[src/rtl/stage_4.sv]
// stage_4: RV32I memory-access stage. Passes non-memory results through one register and
// runs LOAD/STORE over a req/ack data port, stalling upstream while an access is pending.
`default_nettype none

module stage_4 #(
  parameter int MEM_TIMEOUT = 16
) (
  input  logic        clk,
  input  logic        rst_n,
  input  logic        i_valid,
  input  logic [31:0] i_alu_out,
  input  logic [31:0] i_rs_2,
  input  logic [4:0]  i_rd_num,
  input  logic [6:0]  i_opcode,
  input  logic [2:0]  i_func_3,
  input  logic        i_op_type,
  output logic        o_stall,
  output logic        mem_req,
  output logic        mem_we,
  output logic [31:0] mem_addr,
  output logic [31:0] mem_wdata,
  output logic [3:0]  mem_wstrb,
  input  logic        mem_ack,
  input  logic [31:0] mem_rdata,
  output logic        wb_valid,
  output logic        wb_we,
  output logic [4:0]  wb_rd_num,
  output logic [31:0] wb_data,
  output logic        wb_misalign,
  output logic        wb_bus_err
);

  localparam logic [0:0] S_IDLE = 1'b0;
  localparam logic [0:0] S_REQ  = 1'b1;

  localparam logic [6:0] c_OP_LOAD  = 7'b0000011;
  localparam logic [6:0] c_OP_OPIMM = 7'b0010011;
  localparam logic [6:0] c_OP_OP    = 7'b0110011;
  localparam logic [6:0] c_OP_JAL   = 7'b1101111;
  localparam logic [6:0] c_OP_JALR  = 7'b1100111;
  localparam logic [6:0] c_OP_LUI   = 7'b0110111;
  localparam logic [6:0] c_OP_AUIPC = 7'b0010111;

  localparam int              CW        = (MEM_TIMEOUT < 2) ? 1 : $clog2(MEM_TIMEOUT);
  localparam logic [CW-1:0]   c_TO_LAST = CW'((MEM_TIMEOUT == 0) ? 0 : MEM_TIMEOUT - 1);

  logic [0:0]    r_state;
  logic [CW-1:0] r_cnt;
  logic          r_ld;
  logic [2:0]    r_f3;
  logic [1:0]    r_a;
  logic [4:0]    r_rd;

  logic          w_accept, w_is_load, w_ok, w_rf_op, w_to;
  logic [1:0]    w_a;
  logic [3:0]    w_wstrb;
  logic [31:0]   w_wdata, w_shift, w_ld_data;

  assign o_stall   = (r_state != S_IDLE);
  assign w_accept  = i_valid && (r_state == S_IDLE);
  assign w_is_load = (i_opcode == c_OP_LOAD);
  assign w_a       = i_alu_out[1:0];
  assign w_rf_op   = (i_opcode == c_OP_OPIMM) || (i_opcode == c_OP_OP)  || (i_opcode == c_OP_JAL) ||
                     (i_opcode == c_OP_JALR)  || (i_opcode == c_OP_LUI) || (i_opcode == c_OP_AUIPC);
  assign w_to      = (MEM_TIMEOUT != 0) && (r_cnt == c_TO_LAST);

  // Undefined widths (and unsigned stores) fall out as "not ok" and report as misaligned.
  always_comb begin
    w_ok = 1'b0;
    case (i_func_3)
      3'b000:  w_ok = 1'b1;
      3'b001:  w_ok = ~w_a[0];
      3'b010:  w_ok = (w_a == 2'b00);
      3'b100:  w_ok = w_is_load;
      3'b101:  w_ok = w_is_load & ~w_a[0];
      default: w_ok = 1'b0;
    endcase
  end

  always_comb begin
    w_wstrb = 4'h0;
    w_wdata = 32'h0;
    if (!w_is_load) begin
      case (i_func_3[1:0])
        2'b00: begin
          w_wstrb = 4'b0001 << w_a;
          w_wdata = {4{i_rs_2[7:0]}};
        end
        2'b01: begin
          w_wstrb = 4'b0011 << w_a;
          w_wdata = {2{i_rs_2[15:0]}};
        end
        default: begin
          w_wstrb = 4'hF;
          w_wdata = i_rs_2;
        end
      endcase
    end
  end

  assign w_shift = mem_rdata >> {r_a, 3'b000};

  always_comb begin
    case (r_f3)
      3'b000:  w_ld_data = {{24{w_shift[7]}}, w_shift[7:0]};
      3'b100:  w_ld_data = {24'h0, w_shift[7:0]};
      3'b001:  w_ld_data = {{16{w_shift[15]}}, w_shift[15:0]};
      3'b101:  w_ld_data = {16'h0, w_shift[15:0]};
      default: w_ld_data = mem_rdata;
    endcase
  end

  always_ff @(posedge clk or negedge rst_n) begin
    if (!rst_n) begin
      r_state     <= S_IDLE;
      r_cnt       <= '0;
      r_ld        <= 1'b0;
      r_f3        <= 3'h0;
      r_a         <= 2'h0;
      r_rd        <= 5'h0;
      mem_req     <= 1'b0;
      mem_we      <= 1'b0;
      mem_addr    <= 32'h0;
      mem_wdata   <= 32'h0;
      mem_wstrb   <= 4'h0;
      wb_valid    <= 1'b0;
      wb_we       <= 1'b0;
      wb_rd_num   <= 5'h0;
      wb_data     <= 32'h0;
      wb_misalign <= 1'b0;
      wb_bus_err  <= 1'b0;
    end else begin
      wb_valid <= 1'b0;
      case (r_state)
        S_IDLE: begin
          if (w_accept && i_op_type && w_ok) begin
            r_state   <= S_REQ;
            r_cnt     <= '0;
            r_ld      <= w_is_load;
            r_f3      <= i_func_3;
            r_a       <= w_a;
            r_rd      <= i_rd_num;
            mem_req   <= 1'b1;
            mem_we    <= ~w_is_load;
            mem_addr  <= {i_alu_out[31:2], 2'b00};
            mem_wdata <= w_wdata;
            mem_wstrb <= w_wstrb;
          end else if (w_accept) begin
            // Any memory op reaching here failed the alignment/width check.
            wb_valid    <= 1'b1;
            wb_we       <= ~i_op_type & w_rf_op & (i_rd_num != 5'd0);
            wb_rd_num   <= i_rd_num;
            wb_data     <= i_alu_out;
            wb_misalign <= i_op_type;
            wb_bus_err  <= 1'b0;
          end
        end
        default: begin
          if (mem_ack || w_to) begin
            r_state     <= S_IDLE;
            mem_req     <= 1'b0;
            wb_valid    <= 1'b1;
            wb_we       <= mem_ack & r_ld & (r_rd != 5'd0);
            wb_rd_num   <= r_rd;
            wb_data     <= (mem_ack && r_ld) ? w_ld_data : {mem_addr[31:2], r_a};
            wb_misalign <= 1'b0;
            wb_bus_err  <= ~mem_ack;
          end else begin
            r_cnt <= r_cnt + CW'(1);
          end
        end
      endcase
    end
  end

endmodule

`default_nettype wire
[config.mk]
export PLATFORM = sky130hd
export DESIGN_NAME = stage_4
export DESIGN_NICKNAME = d
export VERILOG_FILES = /design/src/rtl/stage_4.sv
export SDC_FILE = /design/constraint.sdc
export NUM_CORES = 1
export LEC_CHECK = 0
export CORE_ASPECT_RATIO = 0.8
export CORE_UTILIZATION = 48
export CTS_BUF_LIST = sky130_fd_sc_hd__clkbuf_4
export DETAILED_ROUTE_END_ITERATION = 12
export PLACE_DENSITY = 0.92
export SYNTH_ARGS = -nofsm -noshare
export SYNTH_HDL_FRONTEND = slang
export SYNTH_SLANG_ARGS = --single-unit
[constraint.sdc]
create_clock -name clk -period 2.05 [get_ports clk]
set_clock_uncertainty 0.1 [all_clocks]
set_input_delay 0.3075 -clock clk [delete_from_list [all_inputs] [get_ports clk]]
set_output_delay 0.3075 -clock clk [all_outputs]
set_load 0.01 [all_outputs]
# [Yosys cells after proc, flatten, opt, wreduce, memory -nomap -nowiden]
# Cells that the tools add are included.
# W data, S select, Z words.
[classes] n_addsub=1 n_eq_ne=19 n_shift=3 muxes=39 bitwise_logic=10 reduce_logical=22
[op_table] cell="$mux W32" count=6
[op_table] cell="$pmux W32 S4" count=1
[op_table] cell="$pmux W32 S2" count=1
[op_table] cell="$shr A32 B5 Y16" count=1
[op_table] cell="$mux W1" count=21
[op_table] cell="$mux W5" count=4
[op_table] cell="$mux W4" count=4
[op_table] cell="$eq A7 B5 Y1 const B" count=2
[op_table] cell="$eq A7 B6 Y1 const B" count=2
[op_table] cell="$eq A7 B7 Y1 const B" count=2
[op_table] cell="$eq A3 B3 Y1 const B" count=4
[op_table] cell="$reduce_bool A5 Y1" count=2
[op_table] cell="$pmux W4 S2" count=1
[op_table] cell="$eq A7 B2 Y1 const B" count=1
[op_table] cell="$eq A3 B1 Y1 const B" count=2
[op_table] cell="$logic_not A3 Y1" count=2
[op_table] cell="$logic_or A1 B1 Y1" count=6
[op_table] cell="$reduce_and A2 Y1" count=3
[op_table] cell="$and A1 B1 Y1" count=5
[op_table] cell="$not A1 Y1" count=5
[op_table] cell="$pmux W1 S5" count=1
[op_table] cell="$add A4 B1 Y4 const B" count=1
[op_table] cell="$eq A4 B4 Y1 const B" count=1
[op_table] cell="$logic_and A1 B1 Y1" count=4
[op_table] cell="other kinds (9)" count=12
[totals] reg_bits=125 out_inout_bits=112 word_cells=111

# [Longest topological paths before layout]
[depth] ltp_word=11 depth_mapped=8 mapped_depth_nobuf=6

# [Worst setup path after synthesis]
# Ideal clock, no wire load.
[synth_path] kind="in2reg" startpoint="in i_opcode[2]" endpoint="reg wb_misalign" setup_ps=128 arrival_ps=1747 setup_slack_ps=75 stages=5 path_buffers=1 cell_sequence="or4_4 > o31ai_4 > a211o_1 > buf_6 > mux2_1"
[synth_via] elab_chain_len=6
[synth_lines] element="from (decl)" line="14" text="input logic [6:0] i_opcode,"
[synth_lines] element="$eq A7 B2 Y1 *" line="61" text="assign w_is_load = (i_opcode == c_OP_LOAD);"
[synth_lines] element="$and A1 B1 Y1" line="75" text="3'b101: w_ok = w_is_load & ~w_a[0];"
[synth_lines] element="$pmux W1 S5 *" line="70" text="case (i_func_3)"
[synth_lines] element="$logic_and A1 B1 Y1 *" line="136" text="if (w_accept && i_op_type && w_ok) begin"
[synth_lines] element="$ne A2 B2 Y1 (no source line) *"
[synth_lines] element="$reduce_and A3 Y1 (no source line) *"
[synth_lines] element="to (signal assigned)" line="154" text="wb_misalign <= i_op_type;"
[synth_lines] element="to (decl)" line="29" text="output logic wb_misalign,"
# Mark *: on every way between the ends. The rest lies on a longest branch, timed or not.
# A chain may end at the register's enable or synchronous reset.

# [Worst setup path in the final report]
[layout_path] startpoint="reg r_a[1]" endpoint="reg wb_data[14]"
[layout_via] elab_chain_len=5
[layout_lines] element="from (decl)" line="51" text="logic [1:0] r_a;"
[layout_lines] element="from (signal assigned)" line="141" text="r_a <= w_a;"
[layout_lines] element="$shr A32 B5 Y16" line="101" text="assign w_shift = mem_rdata >> {r_a, 3'b000};"
[layout_lines] element="$pmux W32 S4" line="104" text="case (r_f3)"
[layout_lines] element="$mux W32" line="165" text="wb_data <= (mem_ack && r_ld) ? w_ld_data : {mem_addr[31:2], r_a};"
[layout_lines] element="$mux W32" line="159" text="if (mem_ack || w_to) begin"
[layout_lines] element="$mux W32" line="134" text="case (r_state)"
[layout_lines] element="to (signal assigned)" line="153" text="wb_data <= i_alu_out;"
[layout_lines] element="to (signal assigned)" line="165"
[layout_lines] element="to (decl)" line="28" text="output logic [31:0] wb_data,"
# No other way between the ends. The select of a mux whose other input is x is not followed.

==> qor.csv <==
metric,value,unit
number of placement rows,38,
DRC Markers,0,
Max Clk Rate,0.498,GHz
Critical Path Fanout Max,8,
initial antenna violation count,0,
most frequent cells after synthesis,"nand2_1 (178), dfrtp_1 (125), mux2i_1 (62)",
clk sinks,125,
nets,1107,
setup violators final,0,
htree depth,4,
Syn Inst Count,732,
RSZ-0062 raised after global routing,yes,
Initial Utilization,49.4,%
Clk pwr share,23.5,%
CP arrival,2.36,ns
Synth cell types,56,
routed len/inst,19.4,um
"Clk pin slew, worst setup/hold paths",0.12,ns
worst-margin pin slew,0.942,ns
FILL cells,946,
GPL Wtd Cong,0.889,
drt via density,5.84,
post-route clock period utilization,98.0,%
number of synthesized register bits,125,
DRT antenna net count,0,
PD cells,863,nW/um^2
Critical Path Sink Type,flop,
P_sw,2.91,mW
post-route setup slack,0.0420,ns
hpwl dp,16.2,mm
Num CTS Buffers,17,
buffers added on ports,225,
Final Slew Violations,0,
Worst Path Buf+Inv,2,
Setup crit start kind,flop,
1st-iter DRT viols,746,
Hold WC Path Type,in2async,
First-pass DRT Iterations,8,
DR vias,6898,
"slowest stage delay, CP",0.46,ns
Tot Pwr,8.68,mW
fraction of layout cells with a size suffix above 1,15.8,%
critical path's top delay family,compound AO/OA/AOI/OAI gates,
Slowest cell on crit path,dfrtp_2,
relative slew slack,37.0,%
Synth Flop Type,dfrtp_1,
Avg Inst Size Synth,9.21,um^2
diode count,0,
largest cells by area after synthesis,"dfrtp_1 (46%), nand2_1 (9.9%), mux2i_1 (9.2%), a221oi_1 (3.0%), nor2_1 (2.9%)",
"count leader, synth",nand2_1,
asr flop ratio synth,100,%
CTS tree,built,
clock root cell,clkbuf_4,
CORE AREA,13600,um^2
total die area,14500,um^2
"Cell Chain, Critical Path",mux2i_1 > mux2_2 > buf_4 > o311ai_2 > buf_4 > a221oi_1 > o31ai_2,
Yosys top cell by area,dfrtp_1,
WL final,22.9,mm
Comb pwr share,37.7,%
"Clk Latency, worst-skew pair",0.52,ns
setup TNS,0,ns
Crit Path Category,reg2reg,
Tmin final,2.01,ns
"EDFF count, synth",0,
area share of the largest cell type after synthesis,46.4,%
"Design Area, Final",10100,um^2
Crit. Startpoint,r_a[1],
Layout area overhead,49.2,%
DP Area,9550,um^2
first-pass GRT wire length,34.8,mm
part of the power in registers,38.8,%
gr usage total,31.6,%
Max-Cap Viols,0,
fraction of power spent switching nets,33.6,%
VDD IR max,0.589,mV
IO Count,228,
Crit path required time,2.40,ns
synthesized cell area,6740,um^2
CTS Buffer Depth,2,
largest net degree at the start of global routing,42,
internal power,5.76,mW
"Core Util, Final",73.7,%
total grt overflow,0,
final hold vios,0,
Leak Pwr,4.44,nW
CP most frequent cell,buf_4,
outcome,completed,
vias in the first global route,6501,
die height,108,um
Ys Warns,0,
Place WS,-0.539,ns
sequential share of the synthesized area,46.4,%
die width,135,um
RR Startpoint,r_a[1],
## power groups by stage
stage | clock (mW) | combinational (mW) | sequential, mW
after detailed placement | 0 | 3.12 | 3.39
after CTS | 2.06 | 3.18 | 3.35
after global routing | 2.18 | 3.49 | 3.41
final | 2.04 | 3.27 | 3.36
after global placement | 0 | 3.02 | 3.38
after floorplan | 0 | 1.23 | 3.51
## worst reg2reg max path, stage by stage, from the launching register on
cell      delay (ns)
dfrtp_2         0.46
mux2i_1         0.13
mux2_2          0.33
buf_4           0.16
o311ai_2        0.20
buf_4           0.22
a221oi_1        0.08
o31ai_2         0.25
## worst paths after layout
| path | end | slack (ns) | cells after the start |
|---|---|---|---|
| worst min register to register | mem_wdata[22] | 0.39 | 2 |
| min in group clk | mem_addr[2] | 0.23 | 3 |
| worst min-delay path | mem_addr[26] | 0.20 | 2 |
| max in group asynchronous | mem_addr[10] | 1.00 | 3 |
| worst max register to register | wb_data[14] | 0.04 | 7 |
| worst max-delay path | wb_data[14] | 0.04 | 7 |
## routing by layer
layer | vias up | routed length, um | global-route usage [%]
met5 | - | 0 | 0
met4 | 0 | 498 | 10.4
met3 | 54 | 2350 | 6.70
met2 | 442 | 10700 | 50.0
met1 | 3306 | 9380 | 43.4
li1 | 3096 | - | -
## per-stage QoR
stage / cells / hold slack (ns)
6_report: 1182 / 0.200
5_1_grt: 1182 / 0.198
4_1_cts: 1180 / 0.196
3_5_place_dp: 1144 / 0.241
3_3_place_gp: 1144 / 0.239
2_1_floorplan: 733 / -0.0881
## timing repair
item	in CTS	in global routing
hold buffers	1	0
pin swaps	0	1
endpoints found under the hold margin	37	0
cloned	2	1
setup buffers	2	1
setup endpoints to repair	11	28
resized for setup	5	11
## sequential cells by signal, indices dropped and copies added (netlist names)
register     cells
mem_addr        30
mem_req          1
mem_wdata       32
mem_we           1
mem_wstrb        4
o_stall          1
r_a              2
r_cnt            4
r_f3             3
r_ld             1
r_rd             5
wb_bus_err       1
wb_data         32
wb_misalign      1
wb_rd_num        5
wb_valid         1
wb_we            1
## placed cells by master (no fill, tap or decap), types with 6 or more instances in the layout
master / netlist / layout
buf_12: 0 / 12
clkbuf_4: 0 / 18
mux2i_1: 62 / 62
a22o_1: 8 / 8
nor2_1: 52 / 51
o21ai_2: 19 / 19
o21ai_1: 15 / 16
a211oi_1: 6 / 6
o31ai_1: 8 / 6
o22ai_1: 8 / 8
a211oi_2: 8 / 8
nor2b_1: 19 / 18
clkdlybuf4s50_1: 0 / 223
a31oi_1: 9 / 9
o21ai_0: 33 / 32
inv_1: 14 / 14
nand2_1: 178 / 177
o211ai_1: 16 / 16
nor3_1: 8 / 8
dfrtp_1: 125 / 123
buf_4: 7 / 56
a221oi_1: 23 / 21
a21oi_1: 15 / 14
## logic make-up (layout without fill, tap and decap cells)
group	Yosys count	count (layout)	synth area share, %
fa+ha+maj	1	1	0.186
flops	125	125	46.4
simple gates	279	279	17.4
other cells	1	2	0.0556
mux	67	68	10.1
xor+xnor	2	2	0.260
buf+inv	73	341	5.47
compound gates	184	184	20.1
## layout make-up
type	count	area (um^2)	area share [%]
multi-input cells	536	3330	33.1
flip-flops and latches	125	3130	31.1
repair buffers	296	2990	29.7
well taps	180	225	2.24
clock inverters	13	198	1.97
clock buffers	18	135	1.34
inverters	14	52.6	0.523
Note: power is estimated with default switching activity, not from simulation.
